--- config.mk ---
export PLATFORM = sky130hd
export DESIGN_NAME = core_sequencer
export DESIGN_NICKNAME = d
export VERILOG_FILES = /design/src/rtl/core_sequencer.sv
export SDC_FILE = /design/constraint.sdc
export NUM_CORES = 1
export LEC_CHECK = 0
export CAP_MARGIN = 20
export CORE_MARGIN = 10
export CORE_UTILIZATION = 39
export CTS_CLUSTER_DIAMETER = 60
export DETAILED_ROUTE_END_ITERATION = 10
export PLACE_DENSITY_LB_ADDON = 0.15
export SLEW_MARGIN = 40
export SYNTH_ARGS = -nofsm -noshare
export SYNTH_HDL_FRONTEND = slang
export SYNTH_SLANG_ARGS = --single-unit
--- constraint.sdc ---
create_clock -name clk -period 2.2 [get_ports clk]
set_clock_uncertainty 0.15 [all_clocks]
set_input_delay 0.44 -clock clk [delete_from_list [all_inputs] [get_ports clk]]
set_output_delay 0.44 -clock clk [all_outputs]
set_load 0.01 [all_outputs]
--- src/rtl/core_sequencer.sv ---
// core_sequencer: single-clock multi-cycle instruction sequencer.
// Walks FETCH -> EXEC -> [MEM] -> WB, talking to instruction and data memories
// over variable-latency req/ack/err handshakes. All architectural updates
// (PC, register-file and CSR write strobes, retire count) happen only in WB.
// Supports free-run, pause at the instruction boundary, single-step, ebreak
// halt, and bus-error / timeout traps.
//
// Ports:
//   clk, rst                     clock, synchronous active-high reset
//   imem_req/addr/ack/err/rdata  instruction fetch handshake
//   inst, pc, next_pc            instruction register, PC, PC-next from decode
//   is_load, is_store, halt_req  decoder flags (halt_req = ebreak)
//   rd_we_in, csr_we_in          decoder write requests, gated into rf_we/csr_we
//   dmem_req/we/ack/err/rdata    data access handshake
//   ld_data                      registered load data
//   commit                       one-cycle retire pulse
//   run, step                    free-run enable, single-step pulse (PAUSE only)
//   halted, exc, exc_cause       sticky halt, sticky trap and its cause
//   state, retired               debug FSM state, retired-instruction count
module core_sequencer #(
    parameter int unsigned       WIDTH    = 32,
    parameter logic [WIDTH-1:0]  RESET_PC = 32'h8000_0000,
    parameter int unsigned       TIMEOUT  = 255,
    parameter int unsigned       CNT_W    = 64
) (
    input  logic             clk,
    input  logic             rst,
    output logic             imem_req,
    output logic [WIDTH-1:0] imem_addr,
    input  logic             imem_ack,
    input  logic             imem_err,
    input  logic [31:0]      imem_rdata,
    output logic [31:0]      inst,
    output logic [WIDTH-1:0] pc,
    input  logic [WIDTH-1:0] next_pc,
    input  logic             is_load,
    input  logic             is_store,
    input  logic             halt_req,
    input  logic             rd_we_in,
    input  logic             csr_we_in,
    output logic             dmem_req,
    output logic             dmem_we,
    input  logic             dmem_ack,
    input  logic             dmem_err,
    input  logic [WIDTH-1:0] dmem_rdata,
    output logic [WIDTH-1:0] ld_data,
    output logic             rf_we,
    output logic             csr_we,
    output logic             commit,
    input  logic             run,
    input  logic             step,
    output logic             halted,
    output logic             exc,
    output logic [1:0]       exc_cause,
    output logic [2:0]       state,
    output logic [CNT_W-1:0] retired
);

    localparam logic [2:0] ST_RESET = 3'd0;
    localparam logic [2:0] ST_FETCH = 3'd1;
    localparam logic [2:0] ST_EXEC  = 3'd2;
    localparam logic [2:0] ST_MEM   = 3'd3;
    localparam logic [2:0] ST_WB    = 3'd4;
    localparam logic [2:0] ST_PAUSE = 3'd5;
    localparam logic [2:0] ST_HALT  = 3'd6;
    localparam logic [2:0] ST_ERROR = 3'd7;

    localparam logic [1:0] CAUSE_IMEM    = 2'b01;
    localparam logic [1:0] CAUSE_DMEM    = 2'b10;
    localparam logic [1:0] CAUSE_TIMEOUT = 2'b11;

    localparam logic [15:0] TIMEOUT_W = 16'(TIMEOUT);
    localparam logic [31:0] NOP       = 32'h0000_0013;

    logic [2:0]       state_q, state_d;
    logic [1:0]       cause_q, cause_d;
    logic [15:0]      wait_q, wait_d;
    logic [31:0]      inst_q, inst_d;
    logic [WIDTH-1:0] pc_q, pc_d;
    logic [WIDTH-1:0] ld_q, ld_d;
    logic [CNT_W-1:0] ret_q, ret_d;
    logic             step_pend_q, step_pend_d;
    // Store/load direction captured in EXEC so dmem_we cannot move mid-access.
    logic             mem_we_q, mem_we_d;

    always_comb begin
        state_d     = state_q;
        cause_d     = cause_q;
        wait_d      = '0;  // any state change clears the wait counter
        inst_d      = inst_q;
        pc_d        = pc_q;
        ld_d        = ld_q;
        ret_d       = ret_q;
        step_pend_d = step_pend_q;
        mem_we_d    = mem_we_q;

        case (state_q)
            ST_RESET: state_d = ST_FETCH;

            ST_FETCH: begin
                // err beats ack; ack beats timeout.
                if (imem_err) begin
                    state_d = ST_ERROR;
                    cause_d = CAUSE_IMEM;
                end else if (imem_ack) begin
                    inst_d  = imem_rdata;
                    state_d = ST_EXEC;
                end else if (wait_q == TIMEOUT_W) begin
                    state_d = ST_ERROR;
                    cause_d = CAUSE_TIMEOUT;
                end else begin
                    wait_d = wait_q + 16'd1;
                end
            end

            ST_EXEC: begin
                if (halt_req) begin
                    state_d = ST_HALT;
                end else if (is_load || is_store) begin
                    state_d  = ST_MEM;
                    mem_we_d = is_store;
                end else begin
                    state_d = ST_WB;
                end
            end

            ST_MEM: begin
                if (dmem_err) begin
                    state_d = ST_ERROR;
                    cause_d = CAUSE_DMEM;
                end else if (dmem_ack) begin
                    if (!mem_we_q) begin
                        ld_d = dmem_rdata;
                    end
                    state_d = ST_WB;
                end else if (wait_q == TIMEOUT_W) begin
                    state_d = ST_ERROR;
                    cause_d = CAUSE_TIMEOUT;
                end else begin
                    wait_d = wait_q + 16'd1;
                end
            end

            ST_WB: begin
                pc_d        = next_pc;
                ret_d       = ret_q + CNT_W'(1);
                state_d     = (run && !step_pend_q) ? ST_FETCH : ST_PAUSE;
                step_pend_d = 1'b0;
            end

            ST_PAUSE: begin
                // run has priority; a simultaneous step is ignored.
                if (run) begin
                    state_d = ST_FETCH;
                end else if (step) begin
                    state_d     = ST_FETCH;
                    step_pend_d = 1'b1;
                end
            end

            default: ;  // HALT and ERROR are absorbing
        endcase
    end

    always_ff @(posedge clk) begin
        if (rst) begin
            state_q     <= ST_RESET;
            cause_q     <= 2'b00;
            wait_q      <= '0;
            inst_q      <= NOP;
            pc_q        <= RESET_PC;
            ld_q        <= '0;
            ret_q       <= '0;
            step_pend_q <= 1'b0;
            mem_we_q    <= 1'b0;
        end else begin
            state_q     <= state_d;
            cause_q     <= cause_d;
            wait_q      <= wait_d;
            inst_q      <= inst_d;
            pc_q        <= pc_d;
            ld_q        <= ld_d;
            ret_q       <= ret_d;
            step_pend_q <= step_pend_d;
            mem_we_q    <= mem_we_d;
        end
    end

    // Strobes and requests are masked by rst so an in-flight request drops
    // in the same cycle reset is raised.
    assign imem_req  = !rst && (state_q == ST_FETCH);
    assign dmem_req  = !rst && (state_q == ST_MEM);
    assign dmem_we   = dmem_req && mem_we_q;
    assign commit    = !rst && (state_q == ST_WB);
    assign rf_we     = commit && rd_we_in;
    assign csr_we    = commit && csr_we_in;
    assign halted    = !rst && (state_q == ST_HALT);
    assign exc       = !rst && (state_q == ST_ERROR);

    assign imem_addr = pc_q;
    assign pc        = pc_q;
    assign inst      = inst_q;
    assign ld_data   = ld_q;
    assign exc_cause = cause_q;
    assign state     = state_q;
    assign retired   = ret_q;

endmodule

==> flow_summary.ini, run 1 <==
[floorplan]
die_x_um = 159.9
fp.dieH_um = 159.9
die_area_mm2 = 0.02557
core-area_mm2 = 0.01933
ios = 314
rows = 51
start_util = 0.3949

[cts]
ctsHoldBuffers = 0
cts-root-buf = clkbuf_16
clk_latency_ns = 0.42
cts.clk_slew.worst_paths_ns = 0.07
clock_sinks = 183
clockBufferDepth = 2
cts_buffers = 17
cts_max_level = 4
cts_tree = yes

[power_and_ir_drop]
p_sw_mw = 1.878
powerDensity_mw_per_mm2 = 614.7
switching_share = 0.2532
totalPowerFinal_mw = 7.416
combPwrFrac = 0.122
leakagePower_nw = 4.178
p_int_mw = 5.538
power_frac_seq = 0.465
ir_worst_vdd_uv = 502.5
clkPwrFrac = 0.413

[detailed_routing]
wl_um = 25030
ant_nets = 0
drtIter0Drc = 267
wire_per_inst_um = 16.12
first_pass_iters = 4
vias = 7664
via_per_inst = 4.935
drc = 0

[sta]
tightest_slew_ns = 0.6979
max_freq_mhz = 456.6
slew-limit-headroom = 0.5348
finalCritPeriodShare = 0.9955
report.final.hold_viol_count = 0
setup_viol = 0
rsz0062_at_grt = yes
hold_slack_ns = 0.1679
drv_slew = 0
post-route-min-period_ns = 2.190

[yosys]
avgSynthCellArea_um2 = 8.037
ys_top_cells_by_area = dfxtp_1 (48%), nand2_1 (11%), a21oi_1 (8.7%), buf_4 (3.2%), nor2_1 (3.1%)
ys_seq_area_frac = 0.4798
ys.flop_type = dfxtp_1
async_flop_share = 0
ys_ff_latch = 183
synth_nets = 1061
synthCells = 950
synth.distinct_cells = 48
yosysWarningCount = 0
synth_edf_count = 0
syn_area_mm2 = 0.007635
synth_area_leader_cell = dfxtp_1
synth_top_area_share = 0.4798

[setup_path]
worst-path-max-fanout = 5
critPathTopFamily = simple AND/OR/NAND/NOR gates
crit_chain = or3b_4 > buf_6 > nor4_4 > nand4_1 > buf_6 > or3_4 > a21oi_2
reg2regPathDepth = 7
r2r_start = state[0]$_SDFFE_PP0P_
cp-end-kind = flip-flop
critical_path_required_ns = 2.41
worst-path-buf-inv = 2
startpoint = state[0]$_SDFFE_PP0P_
crit_top_cell = buf_6
slowest_delay_ns = 0.42
worstPathArrival_ns = 2.40
worstSetupPathType = flip-flop to flip-flop
cp_slowest_cell = or3b_4
start_kind = flip-flop
cp.depth = 7

[place]
post-dp-hpwl_um = 18470
numPortBuffers = 313
place_congestion = 0.8190

[grt]
grt_antenna_before_repair = 0
grt_pass1_wl_um = 39210
grt_pass1_vias = 7356
grt_usage = 0.1851
gr-total-overflow = 0
grt_max_degree = 65

[layout]
fin_nets = 1386
drive_above_1_share = 0.1242
layout_common_cells = clkdlybuf4s50_1 (304), nand2_1 (226), dfxtp_1 (179)
nFillCells = 1725
antennaDiodeCount = 0
areaGrowthSynthToFinish_pct = 58.03
final_common_cell = clkdlybuf4s50_1

[run]
max-cap-violations = 0

[hold_path]
worst_hold_path_type = input pin to flip-flop
whs_path_depth = 2
worstHoldStart = rst

[status]
status = finished, final reports clean
-- kinds of logic (layout without fill, tap and decap cells) --
| family | after synthesis | after routing | share of synthesized area |
|---|---|---|---|
| XOR/XNOR | 41 | 41 | 0.04703 |
| adder cells (fa/ha/maj) | 2 | 2 | 0.003277 |
| multiplexers | 1 | 1 | 0.001475 |
| buffers and inverters | 95 | 432 | 0.06359 |
| AO/OA/AOI/OAI | 181 | 181 | 0.1270 |
| flip-flops | 183 | 183 | 0.4798 |
| AND/OR/NAND/NOR | 447 | 448 | 0.2778 |
-- power groups by stage --
stage	registers [mW]	logic [mW]	clock network [mW]
2_1_floorplan	3.56	0.338	0
3_3_place_gp	3.52	0.901	0
3_5_place_dp	3.52	0.904	0
4_1_cts	3.45	0.909	3.15
5_1_grt	3.46	0.987	3.27
6_report	3.45	0.907	3.06
-- metal layers --
metal	GRT usage	routed length (µm)
met5	0	0
met4	0.04967	193
met3	0.09023	2775
met2	0.3051	11860
met1	0.2093	10200
-- area by class of cell --
class                      instances  area, µm²  share of cell area
inverter                          10      37.54            0.003111
tap                              265      331.6             0.02748
timing repair buffer             390       3774              0.3128
multi-input combinational        673       3665              0.3037
clock buffer                      18      439.2             0.03640
clock inverter                    14      150.1             0.01244
sequential                       183       3669              0.3041
-- Yosys cell counts, types with 14 or more instances --
library cell and number:
nand3_1 32, o21ai_0 25, xor2_1 26, a21oi_1 132, nor2_1 64, nand4_1 22, or3_1 25, dfxtp_1 183
o31ai_1 14, nand2_1 226, buf_4 33, clkbuf_1 44, xnor2_1 15
-- what timing repair did --
action / CTS / global route
setup buffers: 0 / 13
pin swaps: 2 / 16
resized for setup: 31 / 36
endpoints found under the setup margin: 18 / 37
cloned: 0 / 2
-- flip-flops by register name, indices dropped and copies added (netlist names) --
signal and cells:
retired 64, ld_data 32, imem_addr 32, exc_cause 2
step_pend_q 1, wait_q 16, mem_we_q 1, inst 32
state 3
-- path summary, 6_finish.rpt --
check                                           endpoint  slack [ns]
worst max-delay path            retired[55]$_SDFFE_PP0P_        0.01
worst min-delay path               mem_we_q$_SDFFE_PP0P_        0.17
worst max register to register  retired[55]$_SDFFE_PP0P_        0.01
worst min register to register      wait_q[0]$_SDFF_PP0_        0.29
-- metrics by stage --
stage / setup TNS [ns] / util / worst slack (ns) / instances / cell area [µm²]
after CTS: -0.1129 / 0.6121 / -0.03167 / 1538 / 11840
final: 0 / 0.6240 / 0.009849 / 1553 / 12070
after detailed placement: -0.1651 / 0.5805 / -0.06107 / 1506 / 11220
after global placement: -0.02203 / 0.5805 / -0.008756 / 1506 / 11220
after global routing: -0.7757 / 0.6240 / -0.09953 / 1553 / 12070
after floorplan: 0 / - / 0.002716 / 950 / 7654
Power figures use the tool's default switching activity.
==> run 2, diff against run 1 <==
Settings changed: CAP_MARGIN 20 to unset, TNS_END_PERCENT set to 30.
==> flow_summary.ini, run 2 (synthesis results as in run 1) <==
[sta]
drv_slew = 0
fin_ws_ns = -0.03862
slew-limit-headroom = 0.5440
report.final.hold_viol_count = 0
tightest_slew_ns = 0.6840
post-route-min-period_ns = 2.239
finalCritPeriodShare = 1.018
rsz0062_at_grt = yes
hold_slack_ns = 0.1526
max_freq_mhz = 446.7
setup_viol = 3

[setup_path]
crit_top_cell = buf_6
regToRegSetupSlack_ns = -0.04
cp_slowest_cell = or3b_4
crit_end = retired[59]$_SDFFE_PP0P_
worst-path-max-fanout = 5
critPathTopFamily = simple AND/OR/NAND/NOR gates
startpoint = state[0]$_SDFFE_PP0P_
slowest_delay_ns = 0.42
reg2reg_to = retired[59]$_SDFFE_PP0P_
worst-path-buf-inv = 2
r2r_start = state[0]$_SDFFE_PP0P_
worstPathArrival_ns = 2.45
crit_chain = or3b_4 > buf_6 > nor4_4 > nand4_1 > buf_6 > or3_4 > a21oi_2
reg2regPathDepth = 7
worstSetupPathType = flip-flop to flip-flop
cp-end-kind = flip-flop
start_kind = flip-flop
cp.depth = 7
critical_path_required_ns = 2.41

[hold_path]
worst_hold_path_type = input pin to flip-flop
worstHoldStart = rst

[detailed_routing]
wire_per_inst_um = 16.06
drtIter0Drc = 296
wl_um = 24880
vias = 7634
via_per_inst = 4.928
drc = 0
first_pass_iters = 5
ant_nets = 0

[layout]
fin_nets = 1382
multi_input_area_mm2 = 0.003612
antennaDiodeCount = 0
areaGrowthSynthToFinish_pct = 57.03
final_util = 0.6201
final_common_cell = clkdlybuf4s50_1
layout_common_cells = clkdlybuf4s50_1 (304), nand2_1 (226), dfxtp_1 (179)
drive_above_1_share = 0.1145
nFillCells = 1746
seqCellArea_mm2 = 0.003669
largest_reg_flops = 64

[floorplan]
core-area_mm2 = 0.01933
ios = 314
start_util = 0.3949
die_area_mm2 = 0.02557
die_x_um = 159.9
fp.dieH_um = 159.9
rows = 51

[power_and_ir_drop]
ir_worst_vdd_uv = 510.6
powerDensity_mw_per_mm2 = 619.2
totalPowerFinal_mw = 7.424
leakagePower_nw = 4.147

[cts]
clk_latency_ns = 0.43
cts_tree = yes
cts.clk_slew.worst_paths_ns = 0.07
ctsHoldBuffers = 0
cts-root-buf = clkbuf_16
clock_sinks = 183
cts_max_level = 4
cts_buffers = 17
clockBufferDepth = 2

[grt]
gr-total-overflow = 0
grt_usage = 0.1851
grt_antenna_before_repair = 0
grt_pass1_wl_um = 39170
grt_pass1_vias = 7329
grt_max_degree = 65

[status]
violations = negative setup slack
status = complete, but fails checks

[run]
max-cap-violations = 0

[place]
numPortBuffers = 313
post-place-ws_ns = -0.06107
place_congestion = 0.8190
post-dp-hpwl_um = 18470
run 2: cell count changes in the layout (fill, tap and decap cells not counted), moves of 2 or more:
| cell | previous run | this run |
|---|---|---|
| o21ai_2 | 3 | 0 |
| a21oi_1 | 127 | 129 |
| or3_1 | 21 | 23 |
| o21ai_0 | 21 | 23 |
| a21oi_2 | 5 | 3 |
| or3_4 | 4 | 2 |
| buf_4 | 66 | 64 |
run 2: worst min path at each step:
stage	end	cells after the start
5_1_grt	mem_we_q$_SDFFE_PP0P_	2
4_1_cts	mem_we_q$_SDFFE_PP0P_	2
2_1_floorplan	wait_q[0]$_SDFF_PP0_	1
6_report	mem_we_q$_SDFFE_PP0P_	2
3_3_place_gp	wait_q[0]$_SDFF_PP0_	1
3_5_place_dp	wait_q[0]$_SDFF_PP0_	1
run 2: layout make-up:
class | instances | area share
Clock buffer | 18 | 0.03663
Clock inverter | 14 | 0.01252
Inverter | 10 | 0.003131
Multi-Input combinational cell | 672 | 0.3013
Sequential cell | 183 | 0.3060
Tap cell | 265 | 0.02766
Timing Repair Buffer | 387 | 0.3128
run 2: routing by layer:
layer	up-vias	routed length [µm]	track usage
li1	3845	-	-
met1	3538	10070	0.2099
met2	238	11820	0.3049
met3	13	2743	0.08997
met4	0	248	0.04925
met5	-	0	0
run 2: report_power, final:
part | internal (mW) | leakage [nW] | switching, mW
logic | 0.499 | 2.38 | 0.406
registers | 3.39 | 1.48 | 0.0509
clock network | 1.64 | 0.289 | 1.43
total | 5.54 | 4.15 | 1.89
run 2: stage by stage:
stage / TNS (ns) / std cells / cell area, µm²
6_report: -0.07416 / 1549 / 11990
5_1_grt: -1.038 / 1549 / 11990
4_1_cts: -0.1008 / 1538 / 11810
3_5_place_dp: -0.1651 / 1506 / 11220
3_3_place_gp: -0.02203 / 1506 / 11220
2_1_floorplan: 0 / 950 / 7654
run 2: timing repair:
item / CTS / global route
setup endpoints to repair: 18 / 33
setup buffers: 0 / 10
resized for setup: 27 / 27
pin swaps: 0 / 11
gates cloned: 0 / 1
